File: src/rtl/mimo_phase_sched.sv
// Round-robin scheduler that time-shares one detector datapath between N_REQ streams.
// Each granted stream is walked through LOAD, CALC and DRAIN before the next grant.
module mimo_phase_sched #(
    parameter int N_REQ     = 4,
    parameter int LOAD_CYC  = 4,
    parameter int CALC_CYC  = 8,
    parameter int DRAIN_CYC = 2
) (
    input  logic                     clk,
    input  logic                     reset,
    input  logic [N_REQ-1:0]         req,
    input  logic                     abort,
    output logic [N_REQ-1:0]         grant,
    output logic [$clog2(N_REQ)-1:0] grant_id,
    output logic [1:0]               phase,
    output logic                     ld_en,
    output logic                     calc_en,
    output logic                     drain_en,
    output logic                     busy,
    output logic                     done,
    output logic [$clog2(N_REQ)-1:0] done_id
);
    // state   | meaning
    // S_IDLE  | no owner, waiting for any req
    // S_LOAD  | owner's operands loading, LOAD_CYC cycles
    // S_CALC  | detector computing, CALC_CYC cycles
    // S_DRAIN | results draining, DRAIN_CYC cycles; last cycle raises done

    localparam int IDW     = $clog2(N_REQ);
    localparam int MAX_LC  = (LOAD_CYC > CALC_CYC) ? LOAD_CYC : CALC_CYC;
    localparam int MAX_CYC = (MAX_LC > DRAIN_CYC) ? MAX_LC : DRAIN_CYC;
    localparam int CW      = (MAX_CYC > 1) ? $clog2(MAX_CYC) : 1;

    localparam logic [CW-1:0]    LOAD_TC  = CW'(LOAD_CYC - 1);
    localparam logic [CW-1:0]    CALC_TC  = CW'(CALC_CYC - 1);
    localparam logic [CW-1:0]    DRAIN_TC = CW'(DRAIN_CYC - 1);
    localparam logic [N_REQ-1:0] ONE_HOT0 = N_REQ'(1);

    typedef enum logic [1:0] {
        S_IDLE  = 2'd0,
        S_LOAD  = 2'd1,
        S_CALC  = 2'd2,
        S_DRAIN = 2'd3
    } state_t;

    state_t           state_q;
    logic [CW-1:0]    cnt_q;
    logic [N_REQ-1:0] grant_q;
    logic [IDW-1:0]   gid_q;
    logic [IDW-1:0]   last_q;

    logic             pick_vld;
    logic [IDW-1:0]   pick_id;
    logic             last_cyc;
    logic             start;

    // Scan from the farthest candidate back to last+1 so the nearest asserted request wins.
    function automatic logic [IDW:0] rr_pick(input logic [N_REQ-1:0] r, input logic [IDW-1:0] last);
        logic [IDW:0] res;
        int           idx;
        res = '0;
        for (int k = N_REQ; k >= 1; k--) begin
            idx = (int'(last) + k) % N_REQ;
            if (r[IDW'(idx)]) res = {1'b1, IDW'(idx)};
        end
        return res;
    endfunction

    assign {pick_vld, pick_id} = rr_pick(req, last_q);

    assign last_cyc = (state_q == S_DRAIN) && (cnt_q == '0);
    assign start    = pick_vld && ((state_q == S_IDLE) || (last_cyc && !abort));

    always_ff @(posedge clk or posedge reset) begin
        if (reset) begin
            state_q <= S_IDLE;
            cnt_q   <= '0;
            grant_q <= '0;
            gid_q   <= '0;
            last_q  <= IDW'(N_REQ - 1);
        end else if (state_q != S_IDLE && abort) begin
            state_q <= S_IDLE;
            cnt_q   <= '0;
            grant_q <= '0;
            gid_q   <= '0;
        end else if (start) begin
            state_q <= S_LOAD;
            cnt_q   <= LOAD_TC;
            grant_q <= ONE_HOT0 << pick_id;
            gid_q   <= pick_id;
            last_q  <= pick_id;
        end else if (state_q != S_IDLE) begin
            if (cnt_q != '0) begin
                cnt_q <= cnt_q - CW'(1);
            end else begin
                unique case (state_q)
                    S_LOAD: begin
                        state_q <= S_CALC;
                        cnt_q   <= CALC_TC;
                    end
                    S_CALC: begin
                        state_q <= S_DRAIN;
                        cnt_q   <= DRAIN_TC;
                    end
                    default: begin
                        state_q <= S_IDLE;
                        grant_q <= '0;
                        gid_q   <= '0;
                    end
                endcase
            end
        end
    end

    // done is visible throughout the final DRAIN cycle; abort at that edge only blocks the follow-on grant.
    assign grant    = grant_q;
    assign grant_id = gid_q;
    assign phase    = state_q;
    assign ld_en    = (state_q == S_LOAD);
    assign calc_en  = (state_q == S_CALC);
    assign drain_en = (state_q == S_DRAIN);
    assign busy     = (state_q != S_IDLE);
    assign done     = last_cyc;
    assign done_id  = last_cyc ? gid_q : '0;

endmodule

File: config.mk
export PLATFORM = sky130hd
export DESIGN_NAME = mimo_phase_sched
export DESIGN_NICKNAME = d
export VERILOG_FILES = /design/src/rtl/mimo_phase_sched.sv
export SDC_FILE = /design/constraint.sdc
export NUM_CORES = 1
export LEC_CHECK = 0
export ABC_AREA = 1
export CAP_MARGIN = 20
export CORE_ASPECT_RATIO = 1.2
export CORE_MARGIN = 2
export CORE_UTILIZATION = 39
export DETAILED_ROUTE_END_ITERATION = 12
export GPL_TIMING_DRIVEN = 0
export MAX_ROUTING_LAYER = met4
export PLACE_DENSITY = 0.64
export SYNTH_ARGS = -nofsm -noshare
export SYNTH_HDL_FRONTEND = slang
export SYNTH_SLANG_ARGS = --single-unit
File: constraint.sdc
create_clock -name clk -period 1.6 [get_ports clk]
set_clock_uncertainty 0.1 [all_clocks]
set_input_delay 0.16 -clock clk [delete_from_list [all_inputs] [get_ports clk]]
set_output_delay 0.16 -clock clk [all_outputs]
set_load 0.02 [all_outputs]
* Word-level counts from Yosys, hierarchy flattened
Cells that the tools add are included.
** Cells by class
- Add/sub/neg operators :: 5
- Magnitude comparators :: 4
- Eq/ne operators :: 5
- Shift-type cells :: 1
- Muxes and demuxes :: 37
- Bitwise operators :: 1
- Reductions and logical operators :: 17
** Operator list (number)
- 3-bit 2-to-1 mux :: 8
- 2-bit 2-to-1 mux :: 10
- 4-bit 2-to-1 mux :: 5
- 2-bit by 4-bit less-than comparator with 1-bit output, second input constant :: 4
- 1-bit binary-select mux with 2-bit select :: 4
- 1-bit 2-to-1 mux :: 8
- 3-bit case mux with 2 select lines :: 1
- 2-bit AND reduction :: 3
- 3-bit nonzero test :: 2
- 5-bit nonzero test :: 1
- 2-bit by 1-bit adder with 2-bit output, second input constant :: 2
- 2-bit adder, second input constant :: 2
- 2-bit equality test, second input constant :: 2
- 1-bit logical AND :: 4
- 2-bit case mux with 2 select lines :: 1
- 1-bit by 2-bit left shift with 4-bit output, first input constant :: 1
- 3-bit zero test :: 1
- 3-bit by 1-bit != test with 1-bit output, second input constant :: 1
- 3-bit != test, second input constant :: 1
- 3-bit AND reduction :: 1
- 3-bit by 1-bit subtractor with 3-bit output, second input constant :: 1
- 2-bit by 1-bit equality test with 1-bit output, second input constant :: 1
- 2-bit zero test :: 1
- 2-bit nonzero test :: 1
- other kinds (4) :: 4
** Storage, ports and cells
- Register bits :: 13
- Bits of input ports :: 7
- Output and inout bits :: 15

* Depth between registers and ports, before layout
- Depth after elaboration :: 11
- Gate-level depth with buffers :: 13
- Mapped depth without buffers :: 12

* Least setup slack after synthesis
OpenSTA, ideal clock, no wires.
- Path kind :: register -> register
- From :: register state_q[1] (netlist: phase[1])
- To :: register gid_q[0] (netlist: grant_id[0])
- Library setup time :: 117 ps
- Data arrival time :: 1547 ps
- Path slack :: -164 ps
- Stages on the path, launching flop included :: 9
- Clock period less this slack :: 1764 ps
- Cells stage by stage :: dfrtp_1 > ha_1 > nand2_1 > o21ai_2 > nand2_8 > nand3b_2 > nand2_2 > nand2_1 > nand2_1
** Between the ends
- Word-level cells in the longest chain between the ends :: 7
** Ends and longest elaborated chain
- start, declared :: line 46 : state_t state_q;
- start signal, assigned :: line 76 : state_q <= S_IDLE;
- start signal, assigned :: line 82 : state_q <= S_IDLE;
- start signal, assigned :: line 87 : state_q <= S_LOAD;
- 2-bit equality test (*)
- net drain_en :: line 18 : output logic drain_en,
- 1-bit logical AND (*) :: line 71 : assign last_cyc = (state_q == S_DRAIN) && (cnt_q == '0);
- 1-bit logical AND (*) :: line 72 : assign start = pick_vld && ((state_q == S_IDLE) || (last_cyc && !abort));
- 1-bit logical OR (*) :: line 72
- 1-bit logical AND (*) :: line 72
- 3-bit by 1-bit != test with 1-bit output (no line), or another cell as far along
- 3-bit AND reduction (no line) / 2-bit 2-to-1 mux (equally long branches)
- end signal, assigned :: line 90 : gid_q <= pick_id;
- end, declared :: line 49 : logic [IDW-1:0] gid_q;
Mark *: on every way through the listed nets, which the timed path passes. The rest lies on a longest branch.
A chain may end at the register's enable or synchronous reset.

* Worst setup path after layout
- From :: register last_q[0]
- To :: register cnt_q[1]
** Between the ends
- Word-level cells in the longest chain between the ends :: 11
** Ends and longest elaborated chain
- start, declared :: line 50 : logic [IDW-1:0] last_q;
- start signal, assigned :: line 80 : last_q <= IDW'(N_REQ - 1);
- start signal, assigned :: line 91 : last_q <= pick_id;
- 2-bit by 1-bit adder with 2-bit output :: line 63 : idx = (int'(last) + k) % N_REQ;
- 1-bit binary-select mux with 2-bit select :: line 64 : if (r[IDW'(idx)]) res = {1'b1, IDW'(idx)};
- 1-bit 2-to-1 mux (not written as such) (2 in series) :: line 64
- 3-bit 2-to-1 mux (3 in series) :: line 64
- 3-bit 2-to-1 mux (*) :: line 64
- 1-bit logical AND (*) :: line 72
- 5-bit nonzero test (no line), or another cell as far along
- 2-bit AND reduction (no line) / 3-bit 2-to-1 mux (equally long branches)
- end signal, assigned :: line 94 : cnt_q <= cnt_q - CW'(1);
- end, declared :: line 47 : logic [CW-1:0] cnt_q;
Mark *: on every way between the ends. The rest lies on a longest branch, timed or not. The select of a mux whose other input is x is not followed.

==> run metrics <==
arrival time worst endpoint=1.91 ns; Setup-failing EPs final=16; final cell count without fillers=210; Avg WL per Cell=12.2 um; htree depth=1; routability cong.=0.911; Finished Cell Area=1550 um2; switching power total=1960 uW; Mapped Nets=155; clock sinks=13; CP Launch Type=flop; Final WS setup=-0.234 ns; worst skew pair latency=0.28 ns; nets@finish=191; final wirelength=2570 um; number of fill cells=221; kind of critical path=flop to flop; Detail Placement HPWL=1770 um; met1 GRT Util=0.196; Seq cells post-synth=13; outcome=finished with violations; max-cap violation count=0; CTS Hold Bufs=0; Iteration-0 DRC Markers=30; GRT Overall Usage=0.183; first-pass GRT wire length=4040 um; switching portion of total power=0.536; CP required=1.68 ns; share of cells above drive strength 1=0.429; sequential share of the synthesized area=0.319; Initial Util=0.406; via count=998; number of distinct library cells after synthesis=24; Die Y=60.2 um; Int Power=1700 uW; syn avg cell area=7.23 um2; placed insts=196; Combinational Power Share=0.771; vias per std cell=4.75; total gr overflow=0; # IOs=22; Ant. Diodes=0; most frequent cells in the layout=nand2_1 (39), nand2_2 (16), nand2_4 (13); Reg area=330 um2; maximum clock rate=0.545 GHz; Most Crowded Layer GR=met2; CTS tree=done; dpl cell area=1300 um2; Final Util=0.613; detailed-route DRC error count=0; unrepaired setup endpoints after global routing=true; Core Footprint=2530 um2; met2 GRT Util=0.344; leakage=0.000828 uW; Seq pwr share=0.171; commonest non-fill, non-tap cell in the layout=nand2_1; Mapped Cells=142; CP endpoint kind=flop; number of nets with antenna violations after routing=0; cell row count=20; min Tclk post-route=1.83 ns; vias in the first global route=978; Worst Tran Pin Value=0.505 ns; Multi-input gate area=782 um2; R2R cell count=12; Max IR drop VDD=1.22 mV; slew margin rel.=0.663; largest net degree at the start of global routing=14; fin crit share=1.15; IO Port Bufs=21; TritonCTS Buffers=3; Die Wd=50.9 um; P&R area growth vs syn=50.8%; violated checks=negative setup slack; antenna violations before repair=0; Root Driver=clkbuf_4; clock buffer depth=2; met3 Track Usage GR=0.0300; Hold WC Path Type=input port to async pin; P per Cell Area=2360 nW/um2; Clock Pin Slew Worst Setup and Hold Paths=0.09 ns; drt pass-1 iters=4; die area=3060 um2; Hold Vio Cnt, Final=0; Final Max Tran Viols=0; Worst Path Max Fanout=7; clock network fraction of design power=0.058; synthesized area=1030 um2; synth warn=0
==> flip-flops by register name, indices dropped and copies added (netlist names) <==
name,flops
grant_id,2
last_q,2
phase,2
cnt_q,3
grant,4
==> metrics by stage <==
step / power [uW] / setup WS [ns] / hold slack, ns / TNS (ns)
3_5_place_dp: 2870 / -0.374 / 0.357 / -3.92
5_1_grt: 3990 / -0.365 / 0.181 / -4.84
6_report: 3660 / -0.234 / 0.125 / -2.85
4_1_cts: 3480 / -0.212 / 0.118 / -2.70
3_3_place_gp: 2820 / -0.379 / 0.358 / -3.57
2_1_floorplan: 2320 / -0.0703 / -0.0646 / -0.735
==> layer usage <==
layer | routed length, um | vias up
met2 | 1460 | 16
met5 | 0 | -
met1 | 1020 | 462
met4 | 21 | 0
met3 | 69 | 2
li1 | - | 518
==> worst max-delay path, stage by stage (launching register included) <==
cell,delay (ns)
dfstp_2,0.53
buf_6,0.13
inv_8,0.05
nand2_2,0.05
nand2_2,0.07
nand2_2,0.08
nand2_2,0.07
nor2_4,0.15
nand2_4,0.10
nand2_8,0.10
nand3_4,0.10
nand3_1,0.11
nand2_1,0.06
==> power groups by stage <==
stage                     clock network (uW)  registers, uW  logic (uW)
final                                    212            626        2820
after global routing                     231            644        3110
after CTS                                221            621        2630
after detailed placement                   0            616        2250
after global placement                     0            613        2200
after floorplan                            0            694        1630
==> cells in the mapped netlist (all sizes together) <==
| library cell | count | share of area |
|---|---|---|
| inv | 19 | 0.072 |
| nand3b | 2 | 0.018 |
| xor2 | 1 | 0.0085 |
| nand3 | 12 | 0.073 |
| buf | 1 | 0.011 |
| nand4 | 1 | 0.0061 |
| o21ai | 6 | 0.033 |
| dfrtp | 11 | 0.27 |
| ha | 6 | 0.073 |
| a21oi | 3 | 0.015 |
| dfstp | 2 | 0.051 |
| nand2 | 68 | 0.32 |
| nor2 | 10 | 0.049 |
==> layout make-up <==
| class | count | area share |
|---|---|---|
| tap | 33 | 0.0267 |
| buffer | 1 | 0.00727 |
| inverter | 19 | 0.0509 |
| clock buffer | 3 | 0.0145 |
| multi-input combinational | 110 | 0.505 |
| timing repair buffer | 30 | 0.179 |
| clock inverter | 1 | 0.00323 |
| sequential | 13 | 0.213 |
==> worst paths after layout <==
| path | start | end | slack, ns |
|---|---|---|---|
| max reg2reg | last_q[0] | cnt_q[1] | -0.23 |
| max in group asynchronous | reset | phase[0] | 0.91 |
| min | reset | grant[3] | 0.12 |
| min in group clk | grant[1] | grant[1] | 0.38 |
| max | last_q[0] | cnt_q[1] | -0.23 |
| min reg2reg | grant[1] | grant[1] | 0.38 |
==> repair_timing <==
item,in CTS,in global routing
setup buffers,6,3
pin swaps,11,12
endpoints found under the hold margin,0,0
gates resized for setup,54,17
gates cloned,1,0
endpoints found under the setup margin,20,19
==> cell families (layout without fill, tap and decap cells) <==
logic type | Yosys count | in the layout | synth area share
and+or+nand+nor | 93 | 94 | 0.469
buffers and inverters | 20 | 54 | 0.0828
DFF | 13 | 13 | 0.319
AOI/OAI and AO/OA | 9 | 9 | 0.0475
adders and majority gates | 6 | 6 | 0.0731
xor gates and xnor gates | 1 | 1 | 0.00853
(Power assumes the default switching activity.)
